<file path="src/rtl/uart_tx_fifo_if.sv">
// Host write port and UART-core launch port of the transmit FIFO.
// The master modport is the driving side (host plus core status), slave is the FIFO.
interface uart_tx_fifo_if #(
    parameter int ADDR_W = 4
);
    logic              wr_en;
    logic [7:0]        wr_data;
    logic              flush;
    logic              ovf_clr;
    logic              full;
    logic              empty;
    logic [ADDR_W:0]   count;
    logic              overflow;
    logic [7:0]        tx_data;
    logic              start_tx;
    logic              tx_done;
    logic              busy;

    modport master (
        output wr_en, wr_data, flush, ovf_clr, tx_done,
        input  full, empty, count, overflow, tx_data, start_tx, busy
    );

    modport slave (
        input  wr_en, wr_data, flush, ovf_clr, tx_done,
        output full, empty, count, overflow, tx_data, start_tx, busy
    );
endinterface

</file>
<file path="src/rtl/uart_tx_fifo.sv">
// Transmit byte FIFO plus frame launcher feeding the UART core one byte at a time.
// tx_data is held between pops because the core samples it throughout the frame.
module uart_tx_fifo #(
    parameter int DEPTH  = 16,
    parameter int ADDR_W = 4
) (
    input  logic            clk,
    input  logic            reset_n,
    uart_tx_fifo_if.slave   bus
);

    typedef enum logic [1:0] {
        IDLE    = 2'd0,
        LAUNCH  = 2'd1,
        SENDING = 2'd2
    } state_t;

    localparam logic [ADDR_W:0] DEPTH_C = (ADDR_W + 1)'(DEPTH);
    localparam logic [ADDR_W:0] ZERO_C  = {(ADDR_W + 1){1'b0}};

    logic [7:0]        mem_r [DEPTH];
    logic [ADDR_W-1:0] wr_ptr_r, wr_ptr_s;
    logic [ADDR_W-1:0] rd_ptr_r, rd_ptr_s;
    logic [ADDR_W:0]   count_r, count_s;
    logic              full_r, empty_r;
    logic              overflow_r, overflow_s;
    logic              wr_acc_s, wr_drop_s, pop_s;
    state_t            state_r, state_s;
    logic [7:0]        tx_data_r, tx_data_s;
    logic              start_tx_r, start_tx_s;
    logic              busy_r, busy_s;

    // A dropped write is judged on the registered full flag; a same-cycle pop cannot rescue it.
    always_comb begin
        wr_acc_s  = bus.wr_en & ~full_r & ~bus.flush;
        wr_drop_s = bus.wr_en & full_r;
    end

    // FIFO pointer, occupancy and sticky overflow next-state.
    always_comb begin
        wr_ptr_s   = wr_ptr_r;
        rd_ptr_s   = rd_ptr_r;
        count_s    = count_r;
        overflow_s = overflow_r;
        if (bus.flush) begin
            wr_ptr_s = {ADDR_W{1'b0}};
            rd_ptr_s = {ADDR_W{1'b0}};
            count_s  = ZERO_C;
        end else begin
            if (wr_acc_s) begin
                wr_ptr_s = wr_ptr_r + ADDR_W'(1);
            end else begin
                wr_ptr_s = wr_ptr_r;
            end
            if (pop_s) begin
                rd_ptr_s = rd_ptr_r + ADDR_W'(1);
            end else begin
                rd_ptr_s = rd_ptr_r;
            end
            case ({wr_acc_s, pop_s})
                2'b10:   count_s = count_r + (ADDR_W + 1)'(1);
                2'b01:   count_s = count_r - (ADDR_W + 1)'(1);
                default: count_s = count_r;
            endcase
        end
        if (wr_drop_s) begin
            overflow_s = 1'b1;
        end else if (bus.ovf_clr) begin
            overflow_s = 1'b0;
        end else begin
            overflow_s = overflow_r;
        end
    end

    // Launcher next-state and registered-output next values.
    always_comb begin
        state_s    = state_r;
        pop_s      = 1'b0;
        tx_data_s  = tx_data_r;
        start_tx_s = start_tx_r;
        busy_s     = busy_r;
        case (state_r)
            IDLE: begin
                if (~empty_r & bus.tx_done) begin
                    pop_s      = 1'b1;
                    tx_data_s  = mem_r[rd_ptr_r];
                    start_tx_s = 1'b1;
                    busy_s     = 1'b1;
                    state_s    = LAUNCH;
                end else begin
                    start_tx_s = 1'b0;
                    busy_s     = 1'b0;
                end
            end
            LAUNCH: begin
                if (~bus.tx_done) begin
                    start_tx_s = 1'b0;
                    state_s    = SENDING;
                end else begin
                    start_tx_s = 1'b1;
                end
            end
            SENDING: begin
                if (bus.tx_done) begin
                    busy_s  = 1'b0;
                    state_s = IDLE;
                end else begin
                    busy_s  = 1'b1;
                end
            end
            default: begin
                start_tx_s = 1'b0;
                busy_s     = 1'b0;
                state_s    = IDLE;
            end
        endcase
    end

    // Storage array; contents are don't-care until written, so it carries no reset.
    always_ff @(posedge clk) begin
        if (wr_acc_s) begin
            mem_r[wr_ptr_r] <= bus.wr_data;
        end
    end

    // FIFO state and flags; flags are derived from the next count so they stay registered.
    always_ff @(posedge clk or negedge reset_n) begin
        if (!reset_n) begin
            wr_ptr_r   <= {ADDR_W{1'b0}};
            rd_ptr_r   <= {ADDR_W{1'b0}};
            count_r    <= ZERO_C;
            full_r     <= 1'b0;
            empty_r    <= 1'b1;
            overflow_r <= 1'b0;
        end else begin
            wr_ptr_r   <= wr_ptr_s;
            rd_ptr_r   <= rd_ptr_s;
            count_r    <= count_s;
            full_r     <= (count_s == DEPTH_C);
            empty_r    <= (count_s == ZERO_C);
            overflow_r <= overflow_s;
        end
    end

    // Launcher state and its registered outputs to the core.
    always_ff @(posedge clk or negedge reset_n) begin
        if (!reset_n) begin
            state_r    <= IDLE;
            tx_data_r  <= 8'h00;
            start_tx_r <= 1'b0;
            busy_r     <= 1'b0;
        end else begin
            state_r    <= state_s;
            tx_data_r  <= tx_data_s;
            start_tx_r <= start_tx_s;
            busy_r     <= busy_s;
        end
    end

    assign bus.full     = full_r;
    assign bus.empty    = empty_r;
    assign bus.count    = count_r;
    assign bus.overflow = overflow_r;
    assign bus.tx_data  = tx_data_r;
    assign bus.start_tx = start_tx_r;
    assign bus.busy     = busy_r;

endmodule
</file>
<file path="src/flat_wrapper.sv">
// flat-port wrapper written by rule: the top's interface ports become plain ports
module uart_tx_fifo_flat 
#(
    parameter int DEPTH  = 16,
    parameter int ADDR_W = 4
)
  (clk, reset_n, bus_wr_en, bus_wr_data, bus_flush, bus_ovf_clr, bus_tx_done, bus_full, bus_empty, bus_count, bus_overflow, bus_tx_data, bus_start_tx, bus_busy);
  uart_tx_fifo_if #(.ADDR_W(ADDR_W)) bus_i ();
  input  logic clk;
  input  logic reset_n;
  input wire logic [$bits(bus_i.wr_en)-1:0] bus_wr_en;
  input wire logic [$bits(bus_i.wr_data)-1:0] bus_wr_data;
  input wire logic [$bits(bus_i.flush)-1:0] bus_flush;
  input wire logic [$bits(bus_i.ovf_clr)-1:0] bus_ovf_clr;
  input wire logic [$bits(bus_i.tx_done)-1:0] bus_tx_done;
  output wire logic [$bits(bus_i.full)-1:0] bus_full;
  output wire logic [$bits(bus_i.empty)-1:0] bus_empty;
  output wire logic [$bits(bus_i.count)-1:0] bus_count;
  output wire logic [$bits(bus_i.overflow)-1:0] bus_overflow;
  output wire logic [$bits(bus_i.tx_data)-1:0] bus_tx_data;
  output wire logic [$bits(bus_i.start_tx)-1:0] bus_start_tx;
  output wire logic [$bits(bus_i.busy)-1:0] bus_busy;
  assign bus_i.wr_en = bus_wr_en;
  assign bus_i.wr_data = bus_wr_data;
  assign bus_i.flush = bus_flush;
  assign bus_i.ovf_clr = bus_ovf_clr;
  assign bus_i.tx_done = bus_tx_done;
  assign bus_full = bus_i.full;
  assign bus_empty = bus_i.empty;
  assign bus_count = bus_i.count;
  assign bus_overflow = bus_i.overflow;
  assign bus_tx_data = bus_i.tx_data;
  assign bus_start_tx = bus_i.start_tx;
  assign bus_busy = bus_i.busy;
  uart_tx_fifo #(.DEPTH(DEPTH), .ADDR_W(ADDR_W)) u_core (.clk(clk), .reset_n(reset_n), .bus(bus_i));
endmodule
</file>
<file path="config.mk">
export PLATFORM = sky130hd
export DESIGN_NAME = uart_tx_fifo_flat
export DESIGN_NICKNAME = d
export VERILOG_FILES = /design/src/rtl/uart_tx_fifo_if.sv /design/src/rtl/uart_tx_fifo.sv /design/src/flat_wrapper.sv
export SDC_FILE = /design/constraint.sdc
export NUM_CORES = 1
export LEC_CHECK = 0
export ABC_CLOCK_PERIOD_IN_PS = 2800
export BUFFER_PORTS_ARGS = -buffer_cell sky130_fd_sc_hd__buf_2
export CAP_MARGIN = 5
export CORE_AREA = 5 5 126 128
export CTS_CLUSTER_SIZE = 25
export DETAILED_ROUTE_END_ITERATION = 8
export DIE_AREA = 0 0 131 133
export PLACE_DENSITY_LB_ADDON = 0.3
export SLEW_MARGIN = 20
export SYNTH_ARGS = -nofsm -noshare
export SYNTH_HDL_FRONTEND = slang
export SYNTH_SLANG_ARGS = --single-unit
export TNS_END_PERCENT = 10
</file>
<file path="constraint.sdc">
create_clock -name clk -period 2.8 [get_ports clk]
set_input_delay 0.56 -clock clk [delete_from_list [all_inputs] [get_ports clk]]
set_output_delay 0.56 -clock clk [all_outputs]
set_load 0.02 [all_outputs]
</file>
# Word level (Yosys, flattened, before mapping)
# Memories as Yosys holds them, arrays and structs flattened. A register that Yosys moved wholly into a read port is not among the register bits.
# Index checks and enable logic that the tools add are counted.
[classes]
eq_ne = 8
muxes = 20
bitwise_logic = 7
addsub = 4
reduce_logical = 8
[ops]
columns = ["cell", "n"]
rows = [
  ["$mux W4", 4],
  ["$pmux W5 S2", 1],
  ["$add A4 B1 Y4 const B", 2],
  ["$mux W1", 8],
  ["$mux W2", 3],
  ["$pmux W1 S3", 2],
  ["$pmux W2 S3", 1],
  ["$reduce_bool A2 Y1", 3],
  ["$add A5 B1 Y5 const B", 1],
  ["$eq A5 B5 Y1 const B", 1],
  ["$logic_not A5 Y1", 1],
  ["$mux W5", 1],
  ["$sub A5 B1 Y5 const B", 1],
  ["$and A1 B1 Y1", 4],
  ["$eq A2 B1 Y1 const B", 2],
  ["$eq A2 B2 Y1 const B", 2],
  ["$ne A2 B2 Y1 const B", 2],
  ["$not A1 Y1", 3],
  ["$reduce_and A3 Y1", 1],
  ["$logic_not A2 Y1", 1],
  ["$ne A2 B1 Y1 const B", 1],
  ["$reduce_and A2 Y1", 1],
  ["$logic_not A1 Y1", 1],
]
[word_totals]
input_bits = 14
ram_bits = 128
n_memories = 1
ff_bits = 20
output_inout_bits = 18
[memory_table]
columns = ["name", "words", "word_bits", "read_ports", "rd_ports_with_merged_regs", "write_ports", "line_no", "source"]
rows = [
  ["u_core.mem_r", 16, 8, 1, 1, 1, "uart_tx_fifo.sv:21", "logic [7:0] mem_r [DEPTH];"],
]

# Logic depth before layout (Yosys ltp)
# Gate-level depths: netlist of run 1.
[depth]
depth_word = 8
mapped_depth = 11
depth_no_buf = 10

# Worst setup path after synthesis of run 1
# No wires, ideal clock.
[synth_path]
path_kind = "input port to flip-flop"
start = "input bus_tx_done"
end = "register u_core.full_r, in the netlist u_core.bus.full"
arrival_time_ps = 2670
cell_stages = 10
setup_time_ps = 135
setup_slack_ps = -5
n_path_buf = 2
cell_sequence = "or4b_1 > buf_6 > clkinv_8 > clkbuf_1 > ha_1 > a21oi_1 > a21boi_0 > or4_1 > o211ai_2 > nor4_2"
[synth_via]
elab_chain_len = 7
elab_cells_between_ends = 8
[synth_rtl]
columns = ["element", "line_no", "source"]
rows = [
  ["from (decl)", "flat_wrapper.sv:15", "input wire logic [$bits(bus_i.tx_done)-1:0] bus_tx_done;"],
  ["$and A1 B1 Y1 (*)", "uart_tx_fifo.sv:84", "if (~empty_r & bus.tx_done) begin"],
  ["$mux W1 (*)", "uart_tx_fifo.sv:84", ""],
  ["$mux W1 (*)", "uart_tx_fifo.sv:82", "case (state_r)"],
  ["$eq A2 B1 Y1 / $eq A2 B2 Y1 (equally long branches)", "uart_tx_fifo.sv:60", "case ({wr_acc_s, pop_s})"],
  ["$pmux W5 S2 (*)", "uart_tx_fifo.sv:60", ""],
  ["$mux W5 (*)", "uart_tx_fifo.sv:45", "if (bus.flush) begin"],
  ["$eq A5 B5 Y1 (*)", "uart_tx_fifo.sv:139", "full_r <= (count_s == DEPTH_C);"],
  ["to (signal assigned)", "uart_tx_fifo.sv:139", ""],
  ["to (decl)", "uart_tx_fifo.sv:25", "logic full_r, empty_r;"],
]
# Mark *: on every way between the ends. The rest lies on a longest branch, timed or not.
# A chain may end at the register's enable or synchronous reset.

# Worst setup path in the final report of run 1
[layout_path]
start = "register u_core.state_r[0]"
end = "register u_core.full_r, in the netlist u_core.bus.full"
[layout_via]
elab_chain_len = 6
elab_cells_between_ends = 7
[layout_rtl]
columns = ["element", "line_no", "source"]
rows = [
  ["from (decl)", "uart_tx_fifo.sv:28", "state_t state_r, state_s;"],
  ["from (signal assigned)", "uart_tx_fifo.sv:153", "state_r <= state_s;"],
  ["$logic_not A2 Y1 (*)", "uart_tx_fifo.sv:82", ""],
  ["$mux W1 (*)", "uart_tx_fifo.sv:82", ""],
  ["$eq A2 B1 Y1 / $eq A2 B2 Y1 (equally long branches)", "uart_tx_fifo.sv:60", ""],
  ["$pmux W5 S2 (*)", "uart_tx_fifo.sv:60", ""],
  ["$mux W5 (*)", "uart_tx_fifo.sv:45", ""],
  ["$eq A5 B5 Y1 (*)", "uart_tx_fifo.sv:139", ""],
]
# Marks and branches as above.

==> impl_metrics.tcl, run 1 <==
set metrics [dict create \
    status "complete, no violations" \
    leakage_nw 2.67 \
    ys_warn_count 0 \
    ys_seq_elements 156 \
    tightest_slew_ns 0.652 \
    first_pass_iters 7 \
    final_nets 444 \
    peakVddDrop_mv 0.449 \
    final_cell_mix "128 x edfxtp_1, 40 x nand2_1, 40 x mux4_2, 31 x buf_2, 29 x buf_4" \
    grtUsageMet2 0.238 \
    hold_class "in2async" \
    start_kind "flop" \
    synthesis.area_sq_um 6430 \
    yosys.area.top_type "edfxtp_1" \
    num_vias 3416 \
    core_area_sq_um 14800 \
    use_met3 0.0363 \
    track_usage 0.158 \
    wl_per_cell_um 20.4 \
    first_iter_violations 335 \
    fmax_mhz 382 \
    finalPower_w 0.00601 \
    grt.busiest_layer "met2" \
    synth_seq_area_share 0.707 \
    dp_cells 592 \
    met1_usage 0.226 \
    syn_nets 385 \
    reg2regPathDepth 10 \
    grt_max_degree 36 \
    cts_tree "done" \
    fin_skew_ns 0.00435 \
    route.detailed.drc 0 \
    async_reset_ff_frac 0.179 \
    finalCritPeriodShare 0.934 \
    final_common_cell "edfxtp_1" \
    cts_htree_levels 4 \
    yosysUniqueCellTypes 48 \
    power_density_nw_per_um2 795 \
    syn_to_final_growth_pct 17.5 \
    grt_setup_unrepaired "false" \
    ios 32 \
    final_antenna_net_count 0 \
    die_w_um 131 \
    grt_antenna_before_repair 0 \
    clk_latency_ns 0.42 \
    ys_top_cells_by_area "edfxtp_1 60%, mux4_2 14%, dfrtp_1 11%" \
    synth_edf_count 128 \
    globalplace.congestion 0.774 \
    numCtsBuffers 17 \
    syn_avg_cell_area_sq_um 17.7 \
    io_buffers 31 \
    worstPathRequired_ns 3.13 \
    initial_core_util 0.436 \
    overflow 0 \
    cts_buffer_depth 2 \
    r2r_start "u_core.state_r[0]" \
    worstSetupEndpointType "flop" \
    cp.arrival_ns 2.94 \
    die-area_sq_um 17400 \
    max_slew_margin 0.566 \
    max_cap_violations 0 \
    setup_violations 0 \
    antennaDiodeCount 0 \
    finalNonFillerCells 624 \
    synth_cells 364 \
    reg2reg_setup_slack_ns 0.19 \
    timing.critical_path.fanout_max 3 \
    hold_violations 0 \
    clkSlewWorstSetupHoldPaths_ns 0.06 \
    first_global_vias 3429 \
    vias_per_cell 5.47 \
    synth_top_area_frac 0.598 \
    drv_slew 0 \
    wl_um 12800 \
    r2r-end "u_core.bus.full" \
    root_buffer "clkbuf_16" \
    drive_above_1_share 0.326 \
    dp_hpwl_um 8430 \
    numClockSinks 156 \
    finalCriticalPeriod_ns 2.61 \
    rows 45 \
    fillers 1224 \
    grt_pass1_wl_um 20100 \
    worst-setup-path-type "reg2reg" \
    die_h_um 133 \
    synthFlopType "edfxtp_1" \
]
synthesized netlist by cell type (all sizes together), types with 4 or more instances:
cell    count
buf         5
dfrtp      27
mux4       40
nand2      41
o21ai       5
nor4        4
xor2        6
a21oi       7
ha          7
edfxtp    128
xnor2       4
nand4       6
nor2       22
clkbuf     16
nor3b       5
inv         5
flip-flops by register name, summed over array words and instances (netlist names):
| name | count |
|---|---|
| u_core.mem_r | 128 |
| u_core.bus.tx_data | 8 |
| u_core.bus.count | 5 |
| u_core.rd_ptr_r | 4 |
| u_core.wr_ptr_r | 4 |
| u_core.state_r | 2 |
| u_core.bus.busy | 1 |
| u_core.bus.empty | 1 |
| u_core.bus.full | 1 |
| u_core.bus.overflow | 1 |
| u_core.bus.start_tx | 1 |
power breakdown:
part	internal (W)	leakage [nW]	total, W	switching, W
Clock	0.00134	0.278	0.00224	0.000900
Combinational	0.000468	0.869	0.00103	0.000562
Sequential	0.00264	1.52	0.00273	0.0000965
Total	0.00445	2.67	0.00601	0.00156
cell families after synthesis:
| family | share of synthesized area |
|---|---|
| flip-flops | 0.707 |
| AND/OR/NAND/NOR | 0.0770 |
| XOR/XNOR | 0.0136 |
| buffers and inverters | 0.0195 |
| adder cells (fa/ha/maj) | 0.0136 |
| AO/OA/AOI/OAI | 0.0224 |
| multiplexers | 0.147 |
worst max-delay path by stage:
stage | end | start | cells past startpoint | slack (ns)
after floorplan | u_core.bus.full | bus_flush | 11 | 0.07
after global placement | u_core.bus.full | bus_tx_done | 11 | -0.05
after detailed placement | u_core.bus.full | bus_tx_done | 11 | -0.05
after CTS | u_core.bus.full | u_core.state_r[0] | 10 | 0.09
after global routing | u_core.bus.full | u_core.state_r[0] | 10 | 0.0003
final | u_core.bus.full | u_core.state_r[0] | 10 | 0.19
area by class of cell:
type	instances	area, sq um	share of cell area
Multi-Input combinational cell	181	1770	0.234
Sequential cell	156	4550	0.602
Tap cell	188	235	0.0311
Clock inverter	12	136	0.0180
Timing Repair Buffer	61	393	0.0520
Clock buffer	20	447	0.0591
Inverter	6	35.0	0.00463
timing repair:
item                                    CTS  global route
endpoints found under the setup margin    0             3
hold buffers                              0             0
hold endpoints to repair                  0             0
setup buffers                             0             0
resized for setup                         0             1
stage by stage:
step / utilization / cell area, sq um / TNS [ns] / setup WS [ns] / hold slack (ns)
final: 0.512 / 7560 / 0 / 0.185 / 0.168
after global routing: 0.512 / 7560 / 0 / 0.000299 / 0.215
after CTS: 0.512 / 7550 / 0 / 0.0881 / 0.176
after detailed placement: 0.473 / 6970 / -0.105 / -0.0532 / 0.459
after global placement: 0.473 / 6970 / -0.0981 / -0.0523 / 0.459
after floorplan: - / 6430 / 0 / 0.0697 / 0.264
worst max-delay path, stage by stage (launching register included):
cell and delay [ns]:
dfrtp_1 0.39, or4b_4 0.59, clkinv_8 0.07, nand2_4 0.05, xnor2_1 0.14, ha_1 0.21
or3b_2 0.44, nand4_1 0.10, a21oi_1 0.11, xnor2_1 0.17, nor4_2 0.24
metal layers:
| metal | part of all wire | vias to the layer above | routed length (um) |
|---|---|---|---|
| li1 | - | 1536 | - |
| met1 | 0.45 | 1775 | 5760 |
| met2 | 0.48 | 89 | 6180 |
| met3 | 0.049 | 16 | 628 |
| met4 | 0.015 | 0 | 191 |
| met5 | 0 | - | 0 |
(Power assumes the default switching activity.)
==> inputs of run 2 (changes only) <==
Settings changed: CORE_AREA 5 5 126 128 to 5 5 127 142, DIE_AREA 0 0 131 133 to 0 0 132 147.
==> run 2 against run 1 <==
  * Sequential share of layout area about the same
  * Wire length is 3.1% lower
  * Largest power group unchanged
  * Count of clock-buffer cells in the layout decreased by 2
  * Critical path type unchanged
  * Clock skew up 0.0028 ns
  * Die area grew 11%
  * Critical endpoint unchanged
  * Via count fell by 0.97%
  * Hold slack worse by 0.014 ns
  * Total power fell by 1.5%
  * Largest cell class unchanged
==> impl_metrics.tcl, run 2 (synthesis results as in run 1) <==
set metrics [dict create \
    hold_violations 0 \
    drive_above_1_share 0.320 \
    finalPower_w 0.00592 \
    num_vias 3383 \
    vias_per_cell 5.26 \
    critPathMostFrequentCell "xnor2_1" \
    track_usage 0.135 \
    dp_cells 612 \
    initial_core_util 0.388 \
    r2r-end "u_core.bus.full" \
    hold_class "in2async" \
    first_iter_violations 222 \
    numCtsBuffers 17 \
    rows 50 \
    final_antenna_net_count 0 \
    worst-setup-path-type "reg2reg" \
    path_cells "or4b_4 > clkinv_8 > nand2_4 > xnor2_1 > ha_1 > or3b_2 > nand4_1 > a21oi_1 > xnor2_1 > nor4_2" \
    final_common_cell "edfxtp_1" \
    first_pass_iters 4 \
    worstPathRequired_ns 3.12 \
    largest_reg_flops 128 \
    syn_to_final_growth_pct 17.5 \
    setup_violations 0 \
    die-area_sq_um 19400 \
    die_w_um 132 \
    die_h_um 147 \
    grt_antenna_before_repair 0 \
    reg2reg_setup_slack_ns 0.17 \
    wl_um 12400 \
    finalCritPeriodShare 0.940 \
    cts_htree_levels 4 \
    fmax_mhz 380 \
    core_area_sq_um 16600 \
    peakVddDrop_mv 0.530 \
    clkSlewWorstSetupHoldPaths_ns 0.06 \
    grt_max_degree 36 \
    clk_latency_ns 0.41 \
    leakage_nw 2.66 \
    finalCriticalPeriod_ns 2.63 \
    fin_skew_ns 0.00711 \
    cp.arrival_ns 2.95 \
    grt_pass1_wl_um 19900 \
    slowest_stage "or4b_4" \
    start_kind "flop" \
    io_buffers 31 \
    overflow 0 \
    power_density_nw_per_um2 783 \
    max_cap_violations 0 \
    status "complete, no violations" \
    post-route-util 0.456 \
    final_nets 444 \
    drv_slew 0 \
    route.detailed.drc 0 \
    finalSetupTns_ns 0 \
    slowest_delay_ns 0.59 \
    grt_setup_unrepaired "false" \
    numClockSinks 156 \
    r2r_start "u_core.state_r[0]" \
    final_cell_mix "128 x edfxtp_1, 40 x nand2_1, 40 x mux4_2, 31 x buf_2, 29 x buf_4" \
    timing.critical_path.fanout_max 3 \
    worstSetupEndpointType "flop" \
    first_global_vias 3485 \
    regMostFlops "u_core.mem_r" \
    post-cts-setup-buffers 0 \
    max_slew_margin 0.595 \
    fillers 1413 \
    reg2regPathDepth 10 \
    antennaDiodeCount 0 \
    ios 32 \
    globalplace.congestion 0.793 \
    finalNonFillerCells 643 \
    wl_per_cell_um 19.2 \
    post-place-ws_ns -0.137 \
    fin_ws_ns 0.168 \
    cts_tree "done" \
    cts_buffer_depth 2 \
    tightest_slew_ns 0.608 \
    dp_hpwl_um 8320 \
    cts_hold_buffers 0 \
    root_buffer "clkbuf_16" \
]
-- run 2: cell count changes in the layout (fill, tap and decap cells not counted) --
cell	change
clkbuf_1	-1
clkbuf_8	-1
clkinv_1	+3
clkinv_2	+1
inv_6	-3
-- run 2: routing by layer --
layer  track usage  vias up  share of wire
met3        0.0353       18          0.036
met1         0.184     1767           0.46
met4        0.0463        0          0.013
li1              -     1537              -
met2         0.212       61           0.49
met5             0        -              0
-- run 2: cell type report --
cell class	count	area, sq um	share of cell area
Clock inverter	13	126	0.0167
Multi-Input combinational cell	181	1770	0.234
Inverter	6	35.0	0.00464
Tap cell	208	260	0.0344
Sequential cell	156	4550	0.602
Timing Repair Buffer	61	393	0.0520
Clock buffer	18	429	0.0568
-- run 2: timing repair --
action | 4_1_cts | 5_1_grt
endpoints found under the setup margin | 0 | 3
hold endpoints to repair | 0 | 0
resized for setup | 0 | 1
-- run 2: through the flow --
stage | hold WS [ns] | instance area, sq um
final | 0.154 | 7560
after global routing | 0.202 | 7560
after CTS | 0.176 | 7550
after detailed placement | 0.468 | 7000
after global placement | 0.475 | 7000
after floorplan | 0.264 | 6430
-- run 2: report_power, final --
part	leakage, nW	internal, W	switching [W]
combinational	0.870	0.000466	0.000559
sequential	1.52	0.00264	0.000101
clock	0.264	0.00129	0.000857
total	2.66	0.00440	0.00152
-- run 2: worst max-delay path by stage --
stage,from,to,slack [ns]
3_3_place_gp,bus_tx_done,u_core.bus.full,-0.09
2_1_floorplan,bus_flush,u_core.bus.full,0.07
5_1_grt,u_core.state_r[0],u_core.bus.full,0.02
3_5_place_dp,bus_tx_done,u_core.bus.full,-0.14
4_1_cts,u_core.state_r[0],u_core.bus.full,0.07
6_report,u_core.state_r[0],u_core.bus.full,0.17
-- run 2: worst max-delay path: cells and delay by family (launching register included) --
kind | cells | cell delay [ns]
DFF | 1 | 0.38
AOI/OAI and AO/OA | 1 | 0.11
adders and majority gates | 1 | 0.21
buffers and inverters | 1 | 0.07
xor gates and xnor gates | 2 | 0.32
and+or+nand+nor | 5 | 1.44
==> inputs of run 3 (changes only) <==
Settings changed: CORE_AREA 5 5 127 142 to 5 5 110 122, DIE_AREA 0 0 132 147 to 0 0 115 127, RECOVER_POWER set to 25.
==> run 3 against run 2 <==
  * Non-clock buffer count decreased by 1
  * Via count grew 0.77%
  * Clock power decreased by 2%
  * Sequential cell count stayed put
  * Critical path depth unchanged
  * Global-route usage up 5.8 points
  * Maximum frequency up 0.38%
  * Count of clock-buffer cells in the layout down 1
==> impl_metrics.tcl, run 3 (synthesis results as in run 1) <==
set metrics [dict create \
    grt_antenna_before_repair 0 \
    num_vias 3409 \
    cts_htree_levels 4 \
    top_layer "met4" \
    slowest_stage "or4b_4" \
    die_w_um 115 \
    path_cells "or4b_4 > clkinv_8 > nand2_4 > xnor2_1 > ha_1 > or3b_2 > nand4_1 > a21oi_1 > xnor2_1 > nor4_2" \
    finalPower_w 0.00589 \
    start_kind "flop" \
    route.detailed.drc 0 \
    finalSetupTns_ns 0 \
    root_buffer "clkbuf_16" \
    cp.arrival_ns 2.94 \
    fmax_mhz 381 \
    drv_slew 0 \
    rows 42 \
    die_h_um 127 \
    power_density_nw_per_um2 787 \
    dp_hpwl_um 8300 \
    post-cts-setup-buffers 0 \
    max_slew_margin 0.575 \
    first_global_vias 3641 \
    numCtsBuffers 17 \
    final_cell_mix "128 x edfxtp_1, 40 x nand2_1, 40 x mux4_2, 27 x buf_4, 26 x dfrtp_1" \
    globalplace.congestion 0.812 \
    status "complete, no violations" \
    first_iter_violations 342 \
    core_area_sq_um 12000 \
    r2r_start "u_core.state_r[0]" \
    fin_skew_ns 0.00960 \
    io_buffers 31 \
    reg2regPathDepth 10 \
    grt_setup_unrepaired "false" \
    fin_ws_ns 0.178 \
    clkSlewWorstSetupHoldPaths_ns 0.06 \
    ios 32 \
    crit_start "u_core.state_r[0]" \
    track_usage 0.193 \
    dr_wl_met3_um 601 \
    vias_per_cell 5.79 \
    largest_reg_flops 128 \
    leakage_nw 2.63 \
    regMostFlops "u_core.mem_r" \
    overflow 0 \
    r2r-end "u_core.bus.full" \
    regArea_sq_um 4550 \
    fillers 871 \
    setup_violations 0 \
    cts_tree "done" \
    reg2reg_setup_slack_ns 0.18 \
    finalCritPeriodShare 0.936 \
    final_antenna_net_count 0 \
    grt_max_degree 36 \
    timing.critical_path.fanout_max 3 \
    final_common_cell "edfxtp_1" \
    cts_buffer_depth 2 \
    first_pass_iters 4 \
    post-place-ws_ns -0.0911 \
    routed-wl-met2_um 6750 \
    syn_to_final_growth_pct 16.3 \
    worstPathRequired_ns 3.12 \
    drive_above_1_share 0.310 \
    wl_um 12800 \
    clk_latency_ns 0.41 \
    worst-setup-path-type "reg2reg" \
    met1_length_um 5360 \
    critPathMostFrequentCell "xnor2_1" \
    wl_per_cell_um 21.8 \
    worstSetupEndpointType "flop" \
    die-area_sq_um 14600 \
    final_nets 443 \
    hold_violations 0 \
    max_cap_violations 0 \
    post-route-util 0.624 \
    cts_hold_buffers 0 \
    hold_class "in2async" \
    peakVddDrop_mv 0.495 \
    cts_resized 0 \
    slowest_delay_ns 0.59 \
    initial_core_util 0.537 \
    numClockSinks 156 \
    antennaDiodeCount 0 \
    multiInputGateArea_sq_um 1770 \
    finalCriticalPeriod_ns 2.62 \
    grt_pass1_wl_um 20700 \
    tightest_slew_ns 0.637 \
]
run 3: cell types whose count changed in the layout (fill, tap and decap cells not counted):
cell        delta
clkinv_4       +3
buf_12         +1
clkinv_1       -1
clkbuf_1       +5
clkinvlp_4     +1
buf_2          -6
buf_4          -2
bufinv_16      -1
run 3: metrics by stage:
step / instances / cell area [sq um] / hold slack [ns]
after global placement: 557 / 6930 / 0.457
after detailed placement: 557 / 6930 / 0.462
final: 589 / 7480 / 0.155
after floorplan: 364 / 6430 / 0.264
after CTS: 589 / 7490 / 0.159
after global routing: 589 / 7480 / 0.202
run 3: how the worst max path moves through the flow:
stage / endpoint / slack (ns) / cells after the start
finish: u_core.bus.full / 0.18 / 10
CTS: u_core.bus.full / 0.08 / 10
global route: u_core.bus.full / 0.009 / 10
floorplan: u_core.bus.full / 0.07 / 11
detailed placement: u_core.bus.full / -0.09 / 11
global placement: u_core.bus.full / -0.04 / 11
run 3: worst max-delay path: cells and delay by family (launching register included):
kind                     cells  cell delay, ns
AND/OR/NAND/NOR              5            1.42
flip-flops                   1            0.38
XOR/XNOR                     2            0.32
adder cells (fa/ha/maj)      1            0.22
AO/OA/AOI/OAI                1            0.11
buffers and inverters        1            0.07
run 3: power breakdown:
part | leakage, nW | internal, W | switching [W]
Clock | 0.260 | 0.00122 | 0.000890
Sequential | 1.52 | 0.00264 | 0.000124
Combinational | 0.850 | 0.000479 | 0.000538
run 3: final cells by class:
type,count,share of cell area
Inverter,6,0.00468
Clock inverter,15,0.0169
Sequential cell,156,0.608
Timing Repair Buffer,60,0.0522
Clock buffer,17,0.0569
Tap cell,154,0.0258
Multi-Input combinational cell,181,0.236
run 3: routing by layer:
layer,vias up,track usage
met5,-,0
met4,0,0.0525
met3,12,0.0430
met2,94,0.322
met1,1764,0.260
li1,1539,-
